<file path="src/rtl/fifo_burst_reader.sv">
// fifo_burst_reader: drains one burst of burst_len words from an async FIFO read port
// into a small skid buffer and replays them in order on a valid/ready stream.
//   clk, rst_n        read-domain clock, asynchronous active-low reset
//   start, burst_len  burst request (sampled in IDLE) and its word count
//   busy, done, err   activity flag, completion pulse, sticky spurious-Dout_valid flag
//   fifo_rd_en        FIFO read request; fifo_empty/fifo_dout/fifo_dout_valid FIFO read side
//   m_valid/m_data/m_ready/m_last  output stream, m_last marks the final word
module fifo_burst_reader #(
    parameter int WIDTH     = 8,
    parameter int BUF_DEPTH = 4,
    parameter int LEN_W     = 8
) (
    input  logic             clk,
    input  logic             rst_n,
    input  logic             start,
    input  logic [LEN_W-1:0] burst_len,
    output logic             busy,
    output logic             done,
    output logic             err,
    output logic             fifo_rd_en,
    input  logic             fifo_empty,
    input  logic [WIDTH-1:0] fifo_dout,
    input  logic             fifo_dout_valid,
    output logic             m_valid,
    output logic [WIDTH-1:0] m_data,
    input  logic             m_ready,
    output logic             m_last
);
    localparam int AW = $clog2(BUF_DEPTH);

    typedef enum logic [1:0] {IDLE, FETCH, DRAIN, DONE} state_t;

    state_t           state, state_n;
    logic [LEN_W-1:0] len_q, issued, sent;
    logic             pend_q;
    logic [WIDTH-1:0] buf_q [BUF_DEPTH];
    logic [AW-1:0]    wr_ptr, rd_ptr;
    logic [AW:0]      count;
    logic [AW+1:0]    credit;
    logic             accept, push, pop, is_last;

    assign accept  = (state == IDLE) && start;
    assign push    = fifo_dout_valid && pend_q;
    assign pop     = m_valid && m_ready;
    assign is_last = sent == len_q - LEN_W'(1);
    // A read in flight already owns a buffer slot; pops this cycle are not credited.
    assign credit  = (AW+2)'(count) + (AW+2)'(pend_q);
    assign fifo_rd_en = (state == FETCH) && !fifo_empty && (issued < len_q)
                        && (credit < (AW+2)'(BUF_DEPTH));
    assign m_valid = count != '0;
    assign m_data  = buf_q[rd_ptr];
    assign m_last  = m_valid && is_last;
    assign busy    = state != IDLE;
    assign done    = state == DONE;

    always_comb begin
        state_n = state;
        case (state)
            IDLE:    state_n = accept ? ((burst_len == '0) ? DONE : FETCH) : IDLE;
            FETCH:   state_n = (issued == len_q) ? DRAIN : FETCH;
            DRAIN:   state_n = (pop && is_last) ? DONE : DRAIN;
            default: state_n = IDLE;
        endcase
    end

    always_ff @(posedge clk or negedge rst_n) begin
        if (!rst_n) begin
            state  <= IDLE;
            len_q  <= '0;
            issued <= '0;
            sent   <= '0;
            pend_q <= 1'b0;
            err    <= 1'b0;
            wr_ptr <= '0;
            rd_ptr <= '0;
            count  <= '0;
            for (int i = 0; i < BUF_DEPTH; i++) buf_q[i] <= '0;
        end else begin
            state  <= state_n;
            // FIFO returns data exactly one cycle after an accepted read.
            pend_q <= fifo_rd_en;
            count  <= count + (AW+1)'(push) - (AW+1)'(pop);
            err    <= accept ? 1'b0 : (err || (fifo_dout_valid && !pend_q));
            if (accept) begin
                len_q  <= burst_len;
                issued <= '0;
                sent   <= '0;
            end else begin
                if (fifo_rd_en) issued <= issued + LEN_W'(1);
                if (pop) sent <= sent + LEN_W'(1);
            end
            if (push) begin
                buf_q[wr_ptr] <= fifo_dout;
                wr_ptr        <= wr_ptr + 1'b1;
            end
            if (pop) rd_ptr <= rd_ptr + 1'b1;
        end
    end
endmodule

</file>
<file path="config.mk">
export PLATFORM = sky130hd
export DESIGN_NAME = fifo_burst_reader
export DESIGN_NICKNAME = d
export VERILOG_FILES = /design/src/rtl/fifo_burst_reader.sv
export SDC_FILE = /design/constraint.sdc
export NUM_CORES = 1
export LEC_CHECK = 0
export ABC_AREA = 1
export CAP_MARGIN = 5
export CORE_ASPECT_RATIO = 1.2
export CORE_MARGIN = 2
export CORE_UTILIZATION = 50
export CTS_BUF_LIST = sky130_fd_sc_hd__clkbuf_4 sky130_fd_sc_hd__clkbuf_8
export CTS_CLUSTER_DIAMETER = 40
export CTS_CLUSTER_SIZE = 14
export DETAILED_ROUTE_END_ITERATION = 10
export MAX_ROUTING_LAYER = met4
export PLACE_DENSITY = 0.8
export SLEW_MARGIN = 20
export SYNTH_ARGS = -nofsm -noshare
export SYNTH_HDL_FRONTEND = slang
export SYNTH_SLANG_ARGS = --single-unit
</file>
<file path="constraint.sdc">
create_clock -name clk -period 3 [get_ports clk]
set_clock_uncertainty 0.15 [all_clocks]
set_input_delay 0.9 -clock clk [delete_from_list [all_inputs] [get_ports clk]]
set_output_delay 0.9 -clock clk [all_outputs]
set_load 0.01 [all_outputs]
</file>
# Word level (Yosys, flattened, before mapping)
# Cells that the tools add are included.
# W data, S select, Z words.
# word_totals
output_inout_bits,14
inputBits,22
latchBits,0
romBits,0
n_memories,0
ramBits,0
regBits,67
elab_cells,68
# classes
mul,0
bitwise_logic,2
mux,16
eq_ne,5
addsub,8
order_cmp,5
reduce_logical,19
div_mod_pow,0
shifts,0
# op_table
op,n
$mux W8,7
$bwmux W32,1
$add A8 B1 Y8 const B,2
$bmux W8 S2,1
$demux W8 S2,1
$eq A8 B8 Y1,2
$logic_and A1 B1 Y1,10
$logic_not A8 Y1,1
$lt A8 B8 Y1,1
$sub A8 B1 Y8 const B,1
$ge A3 B3 Y1 const B,2
$mux W2,3
$not A2 Y3,2
$pmux W2 S3,1
$reduce_bool A2 Y1,3
$add A2 B1 Y2 const B,2
$add A3 B1 Y4,1
$eq A2 B2 Y1 const B,2
$lt A4 B3 Y1 const B,1
$add A3 B1 Y3,1
$lt A3 B1 Y1 const B,1
$reduce_bool A3 Y1,1
$sub A3 B1 Y3,1
$eq A2 B1 Y1 const B,1
other kinds (4),6

# Logic depth before layout (Yosys ltp)
# depth
ltp_word,6
ltp_mapped,11
depth_no_buf,11

# Worst setup path before layout
# OpenSTA, ideal clock, no wires.
# synth_path
kind,input port to output port
start,input port fifo_empty
end,output port fifo_rd_en
path_stages,5
arrival_ns,1.470
required_time_ns,1.950
slack_ns,0.480
path_buffers,0
cell_sequence,a21oi_1 nand3_2 nor2_4 nand2_4 inv_2
# synth_between
elab_chain_len,4
# synth_lines
item,line_no,source
"start, declared",21,"input logic fifo_empty,"
$logic_not A1 Y1,48,assign fifo_rd_en = (state == FETCH) && !fifo_empty && (issued < len_q)
$logic_and A1 B1 Y1 (2 in series),48,
$logic_and A1 B1 Y1,49,&& (credit < (AW+2)'(BUF_DEPTH));
"end, declared",20,"output logic fifo_rd_en,"
# Every way passes these cells.

# Final worst setup path
# layout_path
start,register len_q[0]
end,output port m_last
# layout_between
elab_chain_len,3
# layout_lines
item,line_no,source
"start, declared",34,"logic [LEN_W-1:0] len_q, issued, sent;"
"start signal, assigned",85,len_q <= burst_len;
$sub A8 B1 Y8,45,assign is_last = sent == len_q - LEN_W'(1);
$eq A8 B8 Y1,45,
$logic_and A1 B1 Y1,52,assign m_last = m_valid && is_last;
"end, declared",27,output logic m_last
# Every way passes these cells.

==> impl_metrics.env <==
export IMPL_ant_nets=0
export IMPL_worstPathMaxFanout=2
export IMPL_mostFrequentLayoutCells="107 x sky130_fd_sc_hd__nand2_1, 65 x sky130_fd_sc_hd__dfrtp_1, 55 x sky130_fd_sc_hd__o21ai_0, 42 x sky130_fd_sc_hd__inv_1, 38 x sky130_fd_sc_hd__nor2_1"
export IMPL_post_synth_top_area_cell="sky130_fd_sc_hd__dfrtp_1"
export IMPL_grt_pass1_vias=3223
export IMPL_placement_io_buffers=35
export IMPL_area_growth_pct=23.39
export IMPL_total_leakage_power_uw=0.002315
export IMPL_period_needed_ps=2909
export IMPL_drtPass1Iterations=4
export IMPL_slowest_delay_ps=380
export IMPL_die_width_um=82.16
export IMPL_detail_route_wl_per_cell_um=13.58
export IMPL_clock_tree_htree_level_count=3
export IMPL_detail_route_iter0_violations=156
export IMPL_critPathRequiredTime_ps=1950
export IMPL_ys_dominant_reg_cell="sky130_fd_sc_hd__dfrtp_1"
export IMPL_outcome="complete, no violations"
export IMPL_global_route_usage_total_pct=23.44
export IMPL_synth_cell_type_count=32
export IMPL_numPlacedInstances=586
export IMPL_comb_power_share_pct=3.1
export IMPL_fin_cells=611
export IMPL_drive_above_1_share_pct=15.55
export IMPL_synth_yosys_warnings=0
export IMPL_cts_sinks=67
export IMPL_initial_standard_cell_utilization_of_the_core_pct=50.97
export IMPL_dp_final_hpwl_um=5844
export IMPL_setup_violations=0
export IMPL_gp_routability_congestion=0.8969
export IMPL_clk_pin_slew_ps=80
export IMPL_floorplan_die_height_um=97.79
export IMPL_report_final_hold_viol_count=0
export IMPL_antenna_found_initial=0
export IMPL_post_drt_via_cell_ratio=5.309
export IMPL_timing_critical_path_arrival_ps=1860
export IMPL_dpl_instance_area_um2=4192
export IMPL_power_frac_seq_pct=49.8
export IMPL_n_antenna_cell=0
export IMPL_first_pass_grt_wire_length_um=14090
export IMPL_holdCritStartpoint="buf_q[14]$_DFFE_PN0P_"
export IMPL_synth_area_top_cells="sky130_fd_sc_hd__dfrtp_1 46%, sky130_fd_sc_hd__nand2_1 11%, sky130_fd_sc_hd__o21ai_0 7.6%"
export IMPL_cts_buffers_inserted=9
export IMPL_drv_cap=0
export IMPL_syn_nets=498
export IMPL_reg2reg_from="count[1]$_DFF_PN0_"
export IMPL_finalMaxSlewViolations=0
export IMPL_grt_setup_unrepaired="yes"
export IMPL_most_used_cell_cp="sky130_fd_sc_hd__nor2_1"
export IMPL_crit_chain="inv_1 -> ha_4 -> xnor2_1 -> nor2_1 -> nand3_1 -> nor2_1 -> nand2_1 -> nor2_2 -> buf_2"
export IMPL_timing_critical_path_from_type="flop"
export IMPL_internal_power_uw=1420
export IMPL_synth_seq_cells=67
export IMPL_tritoncts_clock_tree="built"
export IMPL_irDropWorstVdd_mv=0.2190
export IMPL_floorplan_die_area_um2=8034
export IMPL_netlist_instances=457
export IMPL_p_sw_uw=391.1
export IMPL_crit_path_top_delay_cell="sky130_fd_sc_hd__dfrtp_1"
export IMPL_p_clk_share_pct=47.1
export IMPL_finalCritPeriodShare_pct=96.96
export IMPL_max_clock_freq_mhz=343.8
export IMPL_worstSetupStartpoint="len_q[0]$_DFFE_PN0P_"
export IMPL_grt_start_max_net_pins=68
export IMPL_total_number_of_vias=3244
export IMPL_gr_total_overflow=0
export IMPL_layout_commonest_cell="sky130_fd_sc_hd__nand2_1"
export IMPL_timing_worst_slew_pin_value_ps=344.4
export IMPL_final_net_count=557
export IMPL_report_power_total_uw=1811
export IMPL_clock_latency_ps=350
export IMPL_pin_count=36
export IMPL_switching_power_share_of_the_total_pct=21.59
export IMPL_crit_path_end_kind="output port"
export IMPL_synth_async_sr_flop_share_pct=100.0
export IMPL_detail_route_wirelength_um=8298
export IMPL_cts_path_max_buffers=2
export IMPL_area_fraction_of_the_dominant_cell_type_after_synthesis_pct=45.75
export IMPL_root_buffer="sky130_fd_sc_hd__clkbuf_8"
export IMPL_cell_area_after_synthesis_um2=3665
export IMPL_finalHoldWorstSlack_ps=337.9
export IMPL_slew_headroom_pct=77.04
export IMPL_yosysSeqAreaShare_pct=45.75
export IMPL_timing_setup_critical_path_class="flop to output port"
export IMPL_standard_cell_row_count=34
export IMPL_pwr_density_cell_nw_per_um2=400.5
export IMPL_utilization_pct=62.90
export IMPL_post_route_cell_area_um2=4522
export IMPL_detail_route_drc_violations=0
export IMPL_placeableCoreArea_um2=7189
export IMPL_timing_hold_worst_class="flop to flop"
export IMPL_number_of_enable_flip_flop_cells_after_synthesis=0
export IMPL_synth_area_per_cell_um2=8.019
export IMPL_fillerInstances=599
[repair_timing]
item | 4_1_cts | 5_1_grt
resized for setup | 13 | 13
buffers inserted | 5 | 4
setup endpoints to repair | 6 | 7
pin swaps | 5 | 6
hold buffers | 0 | 0
[kinds of logic (layout without fill, tap and decap cells)]
group / count (synthesis) / count (layout) / share of synthesized area (%)
buffers and inverters: 65 / 129 / 7.204
and+or+nand+nor: 211 / 211 / 25.88
adders and majority gates: 19 / 19 / 6.692
DFF: 67 / 67 / 45.75
AOI/OAI and AO/OA: 84 / 84 / 11.85
xor gates and xnor gates: 11 / 11 / 2.629
[per-stage QoR]
step / setup TNS (ps) / setup WS, ps
floorplan: 0 / 479.7
global placement: -413.2 / -413.2
detailed placement: -412.6 / -412.6
CTS: 0 / 20.39
global route: -60.57 / -60.57
finish: 0 / 91.08
[power by group through the flow]
| stage | Sequential, uW | Combinational, uW | Clock [uW] |
|---|---|---|---|
| 6_report | 902 | 56.1 | 853 |
| 5_1_grt | 902 | 64.1 | 910 |
| 4_1_cts | 902 | 58.2 | 876 |
| 3_5_place_dp | 920 | 57.8 | 0 |
| 3_3_place_gp | 920 | 56.9 | 0 |
| 2_1_floorplan | 920 | 5.78 | 0 |
[metal layers]
layer	global-route usage, %	routed length [um]	vias up
li1	-	-	1615
met1	27.29	3568	1541
met2	38.65	4190	77
met3	5.545	368	11
met4	8.974	170	0
met5	-	0	-
[flip-flops by register name, indices dropped and copies added (netlist names)]
| register | cells |
|---|---|
| buf_q | 32 |
| issued | 8 |
| count | 3 |
| state | 2 |
| rd_ptr | 2 |
| wr_ptr | 2 |
| err | 1 |
| len_q | 8 |
| sent | 8 |
| pend_q | 1 |
[final cells by class]
| class | instances | area, um^2 | share of cell area, % |
|---|---|---|---|
| tap | 90 | 112.6 | 2.490 |
| inverter | 53 | 200.2 | 4.427 |
| multi-input combinational | 325 | 1750 | 38.71 |
| sequential | 67 | 1679 | 37.13 |
| clock buffer | 10 | 137.6 | 3.044 |
| clock inverter | 6 | 88.84 | 1.965 |
| timing repair buffer | 60 | 553.0 | 12.23 |
[worst paths after layout]
path | end | slack, ps | cells past startpoint
max in group asynchronous | rd_ptr[1]$_DFFE_PN0P_ | 1990 | 2
min | buf_q[14]$_DFFE_PN0P_ | 340 | 2
max | m_last | 90 | 9
max reg2reg | count[2]$_DFF_PN0_ | 900 | 10
min in group asynchronous | buf_q[3]$_DFFE_PN0P_ | 410 | 2
min reg2reg | buf_q[14]$_DFFE_PN0P_ | 340 | 2
[critical path, delay by kind of cell, from the launching register on]
kind	cells	cell delay, ps
simple gates	5	540
flops	1	380
buf+inv	2	250
fa+ha+maj	1	220
xor+xnor	1	120
[synthesized netlist by cell type (2+ instances only)]
cell type                  instances
sky130_fd_sc_hd__dfrtp_1          67
sky130_fd_sc_hd__inv_1            46
sky130_fd_sc_hd__xor2_1            7
sky130_fd_sc_hd__nand2_4           2
sky130_fd_sc_hd__nand4_1           6
sky130_fd_sc_hd__clkbuf_1          2
sky130_fd_sc_hd__and3_1            2
sky130_fd_sc_hd__o21ai_0          56
sky130_fd_sc_hd__ha_1             18
sky130_fd_sc_hd__nor3b_1           2
sky130_fd_sc_hd__nor3_1            6
sky130_fd_sc_hd__nor2_2            4
sky130_fd_sc_hd__xnor2_1           4
sky130_fd_sc_hd__inv_2             6
sky130_fd_sc_hd__nand2_2           7
sky130_fd_sc_hd__o21ai_1           7
sky130_fd_sc_hd__o22ai_1           8
sky130_fd_sc_hd__nor2_1           40
sky130_fd_sc_hd__nand2_1         107
sky130_fd_sc_hd__nand3_2           2
sky130_fd_sc_hd__buf_2             9
sky130_fd_sc_hd__nor3_2            2
sky130_fd_sc_hd__a21oi_1          11
sky130_fd_sc_hd__nand3_1          28
No activity file was read; power rests on OpenSTA's default activity.
